### src/rtl/btn_debounce.sv
// Push-button conditioner: two-flop synchronizer, then a four-state stability FSM
// that produces a debounced level, one-cycle rise/fall strobes and a busy flag.
module btn_debounce #(
    parameter int STABLE_CYCLES = 50000,
    parameter int CNT_W         = 16
) (
    input  logic clk,
    input  logic rst,
    input  logic btn_in,
    output logic level,
    output logic rise,
    output logic fall,
    output logic busy
);

    typedef enum logic [1:0] {
        IDLE_LOW,
        CNT_HIGH,
        IDLE_HIGH,
        CNT_LOW
    } state_t;

    localparam logic [CNT_W-1:0] LAST = CNT_W'(STABLE_CYCLES - 1);
    localparam logic [CNT_W-1:0] ONE  = CNT_W'(1);

    logic             r_sync1;
    logic             r_s;
    state_t           r_state;
    state_t           w_state_nxt;
    logic [CNT_W-1:0] r_cnt;
    logic [CNT_W-1:0] w_cnt_nxt;
    logic             r_level;
    logic             w_level_nxt;
    logic             r_rise;
    logic             w_rise_nxt;
    logic             r_fall;
    logic             w_fall_nxt;
    logic             r_busy;
    logic             w_busy_nxt;

    // NOTE: non-blocking assignments let both synchronizer flops sample in the
    // same edge; blocking would collapse them into a single stage.
    always_ff @(posedge clk or posedge rst) begin
        if (rst) begin
            r_sync1 <= 1'b0;
            r_s     <= 1'b0;
        end else begin
            r_sync1 <= btn_in;
            r_s     <= r_sync1;
        end
    end

    // NOTE: every output of this block gets a default first so no path
    // through the case statement can infer a latch.
    always_comb begin
        w_state_nxt = r_state;
        w_cnt_nxt   = r_cnt;
        w_level_nxt = r_level;
        w_rise_nxt  = 1'b0;
        w_fall_nxt  = 1'b0;
        unique case (r_state)
            IDLE_LOW: begin
                if (r_s) begin
                    w_state_nxt = CNT_HIGH;
                    w_cnt_nxt   = ONE;
                end else begin
                    w_cnt_nxt = '0;
                end
            end
            CNT_HIGH: begin
                if (!r_s) begin
                    w_state_nxt = IDLE_LOW;
                    w_cnt_nxt   = '0;
                end else if (r_cnt == LAST) begin
                    w_state_nxt = IDLE_HIGH;
                    w_cnt_nxt   = '0;
                    w_level_nxt = 1'b1;
                    w_rise_nxt  = 1'b1;
                end else begin
                    w_cnt_nxt = r_cnt + ONE;
                end
            end
            IDLE_HIGH: begin
                if (!r_s) begin
                    w_state_nxt = CNT_LOW;
                    w_cnt_nxt   = ONE;
                end else begin
                    w_cnt_nxt = '0;
                end
            end
            CNT_LOW: begin
                if (r_s) begin
                    w_state_nxt = IDLE_HIGH;
                    w_cnt_nxt   = '0;
                end else if (r_cnt == LAST) begin
                    w_state_nxt = IDLE_LOW;
                    w_cnt_nxt   = '0;
                    w_level_nxt = 1'b0;
                    w_fall_nxt  = 1'b1;
                end else begin
                    w_cnt_nxt = r_cnt + ONE;
                end
            end
            default: begin
                w_state_nxt = IDLE_LOW;
                w_cnt_nxt   = '0;
                w_level_nxt = 1'b0;
            end
        endcase
        // busy is registered from the next state so it matches r_state exactly
        w_busy_nxt = (w_state_nxt == CNT_HIGH) || (w_state_nxt == CNT_LOW);
    end

    always_ff @(posedge clk or posedge rst) begin
        if (rst) begin
            r_state <= IDLE_LOW;
            r_cnt   <= '0;
            r_level <= 1'b0;
            r_rise  <= 1'b0;
            r_fall  <= 1'b0;
            r_busy  <= 1'b0;
        end else begin
            r_state <= w_state_nxt;
            r_cnt   <= w_cnt_nxt;
            r_level <= w_level_nxt;
            r_rise  <= w_rise_nxt;
            r_fall  <= w_fall_nxt;
            r_busy  <= w_busy_nxt;
        end
    end

    assign level = r_level;
    assign rise  = r_rise;
    assign fall  = r_fall;
    assign busy  = r_busy;

endmodule

### config.mk
export PLATFORM = sky130hd
export DESIGN_NAME = btn_debounce
export DESIGN_NICKNAME = d
export VERILOG_FILES = /design/src/rtl/btn_debounce.sv
export SDC_FILE = /design/constraint.sdc
export NUM_CORES = 1
export LEC_CHECK = 0
export ABC_CLOCK_PERIOD_IN_PS = 4200
export CAP_MARGIN = 5
export CELL_PAD_IN_SITES_DETAIL_PLACEMENT = 1
export CELL_PAD_IN_SITES_GLOBAL_PLACEMENT = 1
export CORE_MARGIN = 2
export CORE_UTILIZATION = 50
export DETAILED_ROUTE_END_ITERATION = 6
export DONT_BUFFER_PORTS = 1
export PLACE_DENSITY_LB_ADDON = 0.1
export SYNTH_ARGS = -nofsm -noshare
export SYNTH_HDL_FRONTEND = slang
export SYNTH_SLANG_ARGS = --single-unit
### constraint.sdc
create_clock -name clk -period 4.2 [get_ports clk]
set_clock_uncertainty 0.1 [all_clocks]
set_input_delay 0.84 -clock clk [delete_from_list [all_inputs] [get_ports clk]]
set_output_delay 0.84 -clock clk [all_outputs]
set_load 0.005 [all_outputs]
# After elaboration in Yosys (flattened, before gate mapping)
# Cells that the tools add are included.
[totals] ram_bits=0 reg_bits=24 n_memories=0 latchBits=0 rom_bits=0
[classes] muxes=23 n_eq_ne=10 shift=0 magnitude_cmp=0 mul=0 reduce_logical=4 bitwise_logic=0 addsub=1 div_mod_pow=0
[ops] operator="16-bit one-hot mux with 4 select lines" n=1
[ops] operator="16-bit two-way mux" n=3
[ops] operator="16-bit by 1-bit adder with 16-bit output, second input constant" n=1
[ops] operator="16-bit equality test, second input constant" n=1
[ops] operator="2-bit two-way mux" n=6
[ops] operator="1-bit two-way mux" n=11
[ops] operator="2-bit inequality test, second input constant" n=4
[ops] operator="2-bit one-hot mux with 4 select lines" n=1
[ops] operator="2-bit equality test, second input constant" n=3
[ops] operator="5-bit AND reduction" n=1
[ops] operator="2-bit by 1-bit equality test with 1-bit output, second input constant" n=2
[ops] operator="2-bit zero test" n=1
[ops] operator="1-bit one-hot mux with 2 select lines" n=1
[ops] operator="2-bit nonzero test" n=1
[ops] operator="1-bit logical OR" n=1

# Longest topological paths before layout
# Gate-level depths: netlist of run 1.
[logic_depth] ltp_word=6 ltp_mapped=6 ltp_nobuf=5

# Worst setup path before layout of run 1
# OpenSTA, ideal clock, no wires.
[synth_timing] kind="reg2reg" from="register r_cnt[11]" to="register r_state[1]" setup_time_ps=125 arrival_ps=1752 path_slack_ps=2223 period_less_slack_ps=1977 path_stages_with_launch=4 required_time_ps=3975 path_cell_list="dfrtp_1 > or4b_1 > or4_4 > mux2_4"
[synth_via] elab_chain_cells=4 elab_cells_between_ends=6
[synth_rtl] item="start, declared" line_no="30" rtl="logic [CNT_W-1:0] r_cnt;"
[synth_rtl] item="start signal, assigned" line_no="124" rtl="r_cnt <= w_cnt_nxt;"
[synth_rtl] item="16-bit equality test *" line_no="74, 95"
[synth_rtl] item="2-bit two-way mux (on tied branches)" line_no="95, 74"
[synth_rtl] item="2-bit two-way mux (on tied branches)" line_no="92, 71"
[synth_rtl] item="2-bit one-hot mux with 4 select lines *" line_no="61" rtl="unique case (r_state)"
[synth_rtl] item="via w_state_nxt[1]" line_no="29" rtl="state_t w_state_nxt;"
[synth_rtl] item="end signal, assigned" line_no="123" rtl="r_state <= w_state_nxt;"
[synth_rtl] item="end, declared" line_no="28" rtl="state_t r_state;"
# Mark *: on every way through the listed nets, which the timed path passes. The rest lies on a longest branch.
# A chain may end at the register's enable or synchronous reset.

# Worst setup path in the final report of run 1
# Ends and elaborated chain as after synthesis.

==> results of run 1 <==
cells in the mapped netlist:
master and count:
nor4_1 4, inv_1 5, a21boi_0 1, buf_6 1
a211o_1 1, nor2_1 18, nand4_1 4, a21boi_1 1
or4b_1 1, nor3_2 1, or4_1 1, nand3_2 1
xnor2_1 12, nor3_1 4, nand3_1 6, nand2_1 5
mux2_4 1, xor2_1 3, and2_4 1, clkbuf_1 1
dfrtp_1 23, or4_4 1, nand4bb_1 2, nor3b_1 1
ha_1 1
where the power goes:
part           switching [uW]  internal (uW)  total, uW
clock                    68.8           37.3        106
sequential               3.13            224        227
combinational            8.75           2.73       11.5
total                    80.7            264        345
area by class of cell:
class	instances	area share (%)
Multi-Input combinational cell	70	41.1
Clock buffer	4	2.36
Tap cell	27	3.04
Sequential cell	23	51.8
Inverter	5	1.69
cells by family after synthesis:
family                   count (synthesis)  synth area share (%)
multiplexers                             1                  1.41
flip-flops                              23                  54.0
adder cells (fa/ha/maj)                  1                  1.17
buffers and inverters                    7                  3.17
AND/OR/NAND/NOR                         50                  25.7
AO/OA/AOI/OAI                            3                  2.23
XOR/XNOR                                15                  12.3
flip-flops by register name, summed over array words and instances (netlist names):
signal and flops:
r_s 1, r_sync1 1, r_state 2, r_cnt 16
level 1, fall 1, rise 1
per-layer routing:
metal | part of all wire [%] | wire length, um
met5 | 0 | 0
met4 | 2.4 | 49
met3 | 2.1 | 43
met2 | 46 | 938
met1 | 49 | 987
cells in the final DEF, fill, tap and decap left out, drive strengths merged:
| cell | netlist | routed |
|---|---|---|
| a211o | 1 | 1 |
| a21boi | 2 | 2 |
| and2 | 1 | 1 |
| clkbuf | 1 | 4 |
| dfrtp | 23 | 23 |
| ha | 1 | 1 |
| inv | 5 | 5 |
| mux2 | 1 | 1 |
| nand2 | 5 | 5 |
| nand3 | 7 | 7 |
| nand4 | 4 | 4 |
| nand4bb | 2 | 2 |
| nor2 | 18 | 18 |
| nor3 | 5 | 5 |
| nor3b | 1 | 1 |
| nor4 | 4 | 4 |
| or4 | 2 | 2 |
| or4b | 1 | 1 |
| xnor2 | 12 | 12 |
| xor2 | 3 | 3 |
critical path, cell delays in order, from the launching register on:
cell and delay (ps):
dfrtp_1 460, or4b_1 550, or4_4 550, mux2_4 310
worst max-delay path by stage:
stage          cells after the start                   end
2_1_floorplan                      3  r_state[1]$_DFF_PP0_
3_3_place_gp                       3  r_state[1]$_DFF_PP0_
3_5_place_dp                       4    r_cnt[0]$_DFF_PP0_
4_1_cts                            4    r_cnt[9]$_DFF_PP0_
5_1_grt                            4    r_cnt[4]$_DFF_PP0_
6_report                           3  r_state[1]$_DFF_PP0_
per-stage QoR:
step / hold WS, ps / std cells / utilization (%) / area (sq um) / power (uW)
floorplan: 231 / 100 / - / 1070 / 241
detailed placement: 236 / 125 / 54.7 / 1080 / 243
finish: 264 / 129 / 56.1 / 1110 / 345
global placement: 232 / 125 / 54.7 / 1080 / 243
CTS: 265 / 129 / 56.1 / 1110 / 346
global route: 285 / 129 / 56.1 / 1110 / 359
==> flow_metrics.env, run 1 <==
export IMPL_clk_path_buf_depth=2
export IMPL_synthesis_area_sq_um=1070
export IMPL_fin_nets=107
export IMPL_core_area_sq_um=1980
export IMPL_detailedPlace_worstSlack_ps=2170
export IMPL_worstMarginPinSlew_ps=864
export IMPL_run_status="finished, final reports clean"
export IMPL_cts_made_buffers=3
export IMPL_start_kind="flop"
export IMPL_slew_violations=0
export IMPL_p_leak_uw=0.000439
export IMPL_required_ps=4320
export IMPL_track_usage_pct=19.6
export IMPL_area_growth_pct=4.23
export IMPL_peakVddDrop_mv=0.264
export IMPL_maxCapViolCount=0
export IMPL_avgSynthCellArea_sq_um=10.7
export IMPL_timing_critical_path_from="r_cnt[11]$_DFF_PP0_"
export IMPL_worst_hold_startpoint="r_sync1$_DFF_PP0_"
export IMPL_hold_violations=0
export IMPL_yosys_warnings=0
export IMPL_yosysTopAreaCellShare_pct=54.0
export IMPL_regToRegStartpoint="r_cnt[11]$_DFF_PP0_"
export IMPL_h_tree_depth=1
export IMPL_wirelength_um=2020
export IMPL_whs_path_depth=0
export IMPL_max_slew_margin_pct=42.3
export IMPL_pin_count=7
export IMPL_final_setup_tns_ps=0
export IMPL_finalCritPeriodShare_pct=49.4
export IMPL_rsz0062_at_grt="false"
export IMPL_die_x_um=50.2
export IMPL_timing_reg2reg_setup_slack_ps=2130
export IMPL_clock_latency_ps=330
export IMPL_grt_use_met1_pct=24.8
export IMPL_row_count=16
export IMPL_dr_pass1_iters=4
export IMPL_setup_violations=0
export IMPL_synth_top_area_cell="dfrtp_1"
export IMPL_drive_gt1_share_pct=7.84
export IMPL_grt_pass1_vias=814
export IMPL_grt_max_degree=24
export IMPL_start_util_pct=53.8
export IMPL_fillerInstances=234
export IMPL_multi_input_area_sq_um=457
export IMPL_portBuffers=0
export IMPL_hp_class="reg2reg"
export IMPL_ys_types=25
export IMPL_drt_iter0_markers=4
export IMPL_endpoint_kind="flop"
export IMPL_hpwl_um=1380
export IMPL_r2r_end="r_state[1]$_DFF_PP0_"
export IMPL_p_per_area_nw_per_um2=310
export IMPL_clockRootBuffer="clkbuf_4"
export IMPL_die_area_sq_um=2520
export IMPL_antenna_cells=0
export IMPL_cts_hold_buffers=0
export IMPL_critPathKind="reg2reg"
export IMPL_grt_pass1_wl_um=3630
export IMPL_die_y_um=50.2
export IMPL_r2r_cells=3
export IMPL_synth_area_top_cells="dfrtp_1 (54%), xnor2_1 (9.9%), nor2_1 (6.3%), nand3_1 (2.8%), xor2_1 (2.5%)"
export IMPL_seqCellArea_sq_um=576
export IMPL_grt_overflow=0
export IMPL_cts_repair_resized=0
export IMPL_setup_ws_ps=2130
export IMPL_postCtsSetupRepairBufs=0
export IMPL_route_detailed_drc=0
export IMPL_cts_tree="yes"
export IMPL_place_congestion=0.753
export IMPL_whs_endpoint="r_s$_DFF_PP0_"
export IMPL_cp_arrival_ps=2200
export IMPL_fin_crit_ps=2070
export IMPL_grtUsageMet3_pct=4.76
export IMPL_top_usage_layer="met2"
export IMPL_vias_per_cell=5.56
export IMPL_ys_ff_latch=23
export IMPL_fmax_ghz=0.482
export IMPL_synthCells=100
export IMPL_wl_per_cell_um=15.6
export IMPL_antenna_found_initial=0
export IMPL_yosysSeqAreaShare_pct=54.0
export IMPL_grt_use_met2_pct=30.5
export IMPL_clk_pin_slew_ps=130
export IMPL_antenna_left=0
export IMPL_syn_num_nets=104
export IMPL_clock_sinks=23
export IMPL_num_vias=717
export IMPL_worst_path_max_fanout=6
No activity file was read; power rests on OpenSTA's default activity.
==> inputs of run 2 (changes only) <==
--- a/config.mk
+++ b/config.mk
@@ -5,12 +5,12 @@
 export SDC_FILE = /design/constraint.sdc
 export NUM_CORES = 1
 export LEC_CHECK = 0
-export ABC_CLOCK_PERIOD_IN_PS = 4200
+export ABC_CLOCK_PERIOD_IN_PS = 1650
 export CAP_MARGIN = 5
 export CELL_PAD_IN_SITES_DETAIL_PLACEMENT = 1
 export CELL_PAD_IN_SITES_GLOBAL_PLACEMENT = 1
 export CORE_MARGIN = 2
-export CORE_UTILIZATION = 50
+export CORE_UTILIZATION = 43
 export DETAILED_ROUTE_END_ITERATION = 6
 export DONT_BUFFER_PORTS = 1
 export PLACE_DENSITY_LB_ADDON = 0.1
==> constraint.sdc (replaced) <==
create_clock -name clk -period 1.65 [get_ports clk]
set_clock_uncertainty 0.1 [all_clocks]
set_input_delay 0.33 -clock clk [delete_from_list [all_inputs] [get_ports clk]]
set_output_delay 0.33 -clock clk [all_outputs]
set_load 0.005 [all_outputs]
==> run 2 against run 1 <==
  * The run now ends with negative setup slack left
  * Critical path type unchanged
  * Register-to-register slack worse by 2400 ps
  * Wire length is 29% higher
  * Sequential share of layout area shrank 10 points
  * Non-clock buffer count increased by 26
  * Highest routed layer unchanged
  * Total power grew to 2.6 times the previous value
  * First-iteration DRC count up 25%
==> flow_metrics.env, run 2 (synthesized netlist as in run 1, its figures left out) <==
export IMPL_worst_path_max_delay_cell="or4b_4"
export IMPL_dr_pass1_iters=4
export IMPL_route_detailed_drc=0
export IMPL_wl_per_cell_um=16.4
export IMPL_wirelength_um=2610
export IMPL_layoutNonFillerInstCount=159
export IMPL_regMostFlops="r_cnt"
export IMPL_track_usage_pct=20.4
export IMPL_run_status="finished with violations"
export IMPL_violations="negative setup slack"
export IMPL_maxCapViolCount=0
export IMPL_final_cell_mix="buf_4 (24), dfrtp_1 (23), xnor2_1 (12)"
export IMPL_die_y_um=53.8
export IMPL_setup_ws_ps=-301
export IMPL_vias_per_cell=5.26
export IMPL_hp_class="reg2reg"
export IMPL_antenna_cells=0
export IMPL_endpoint_kind="flop"
export IMPL_fmax_ghz=0.513
export IMPL_reg_top3="r_cnt (16), r_state (2)"
export IMPL_clock_latency_ps=310
export IMPL_cts_made_buffers=3
export IMPL_die_area_sq_um=2890
export IMPL_required_ps=1760
export IMPL_clk_pin_slew_ps=130
export IMPL_dpl_cell_count=148
export IMPL_finalCritPeriodShare_pct=118
export IMPL_setup_violations=20
export IMPL_place_congestion=0.710
export IMPL_fin_nets=134
export IMPL_grt_pass1_wl_um=4110
export IMPL_worst_path_max_fanout=5
export IMPL_cp_arrival_ps=2060
export IMPL_portBuffers=0
export IMPL_critPathKind="reg2reg"
export IMPL_max_slew_margin_pct=64.1
export IMPL_grt_pass1_vias=837
export IMPL_h_tree_depth=1
export IMPL_clk_path_buf_depth=2
export IMPL_slew_violations=0
export IMPL_final_setup_tns_ps=-3800
export IMPL_layout_commonest_cell="buf_4"
export IMPL_p_leak_uw=0.000577
export IMPL_row_count=18
export IMPL_grt_max_degree=24
export IMPL_largest_reg_flops=16
export IMPL_fin_crit_ps=1950
export IMPL_pin_count=7
export IMPL_start_kind="flop"
export IMPL_p_per_area_nw_per_um2=649
export IMPL_placed_cell_area_sq_um=1240
export IMPL_peakVddDrop_mv=0.349
export IMPL_fillerInstances=278
export IMPL_area_growth_pct=29.7
export IMPL_cts_tree="yes"
export IMPL_num_vias=836
export IMPL_slowest_delay_ps=550
export IMPL_core_area_sq_um=2410
export IMPL_hold_violations=0
export IMPL_worstMarginPinSlew_ps=536
export IMPL_whs_ps=274
export IMPL_drive_gt1_share_pct=36.4
export IMPL_grt_overflow=0
export IMPL_antenna_found_initial=0
export IMPL_rsz0062_at_grt="true"
export IMPL_hpwl_um=1710
export IMPL_die_x_um=53.8
export IMPL_start_util_pct=44.2
export IMPL_clock_sinks=23
export IMPL_postLayoutCellArea_sq_um=1380
export IMPL_clockRootBuffer="clkbuf_4"
export IMPL_antenna_left=0
export IMPL_drt_iter0_markers=5
export IMPL_crit_chain="or4b_4, or4_4, mux2_4"
==> run 2: cell count changes in the layout (fill, tap and decap cells not counted), sizes merged <==
cell,before,now
nand3,7,8
dlygate4sd3,0,2
buf,0,24
==> run 2: power by group <==
| group | leakage (uW) | switching [uW] | internal [uW] |
|---|---|---|---|
| sequential | 0.000312 | 4.78 | 571 |
| clock | 0.0000150 | 174 | 94.2 |
| combinational | 0.000250 | 33.9 | 20.1 |
==> run 2: metrics by stage <==
step | utilization [%] | setup slack [ps] | total power, uW
2_1_floorplan | - | -271 | 613
5_1_grt | 57.4 | -356 | 943
3_5_place_dp | 51.6 | -333 | 629
6_report | 57.4 | -301 | 897
4_1_cts | 55.7 | -276 | 895
3_3_place_gp | 51.6 | -295 | 628
==> run 2: cell type report <==
class | instances | area [sq um] | area share (%)
clock buffer | 4 | 26.3 | 1.90
inverter | 5 | 18.8 | 1.36
multi-input combinational | 71 | 524 | 37.9
sequential | 23 | 576 | 41.6
tap | 30 | 37.5 | 2.71
timing repair buffer | 26 | 200 | 14.5
==> run 2: worst paths after layout <==
| check | from | endpoint | slack [ps] | depth (start not counted) |
|---|---|---|---|---|
| max in group asynchronous | rst | level$_DFFE_PP0P_ | 840 | 3 |
| max | r_cnt[4]$_DFF_PP0_ | r_state[1]$_DFF_PP0_ | -300 | 3 |
| min | r_sync1$_DFF_PP0_ | r_s$_DFF_PP0_ | 270 | 0 |
| max reg2reg | r_cnt[4]$_DFF_PP0_ | r_state[1]$_DFF_PP0_ | -300 | 3 |
| min reg2reg | r_sync1$_DFF_PP0_ | r_s$_DFF_PP0_ | 270 | 0 |
| min in group asynchronous | rst | r_cnt[13]$_DFF_PP0_ | 390 | 3 |
==> run 2: timing repair <==
item / CTS / global route
hold buffers: 2 / 0
hold endpoints to repair: 24 / 0
resized for setup: 6 / 9
setup buffers: 2 / 2
setup endpoints to repair: 20 / 20
cloned: 1 / 0
pin swaps: 16 / 3
==> run 2: critical path, delay by kind of cell (launching register included) <==
family	cells	cell delay, ps
DFF	1	410
muxes	1	320
and+or+nand+nor	2	1030
==> run 2: routing by layer <==
metal | global-route usage (%) | vias to the layer above | wire (um)
li1 | - | 404 | -
met1 | 27.5 | 425 | 1220
met2 | 32.7 | 5 | 1340
met3 | 2.78 | 2 | 41
met4 | 8.97 | 0 | 12
met5 | 0 | - | 0
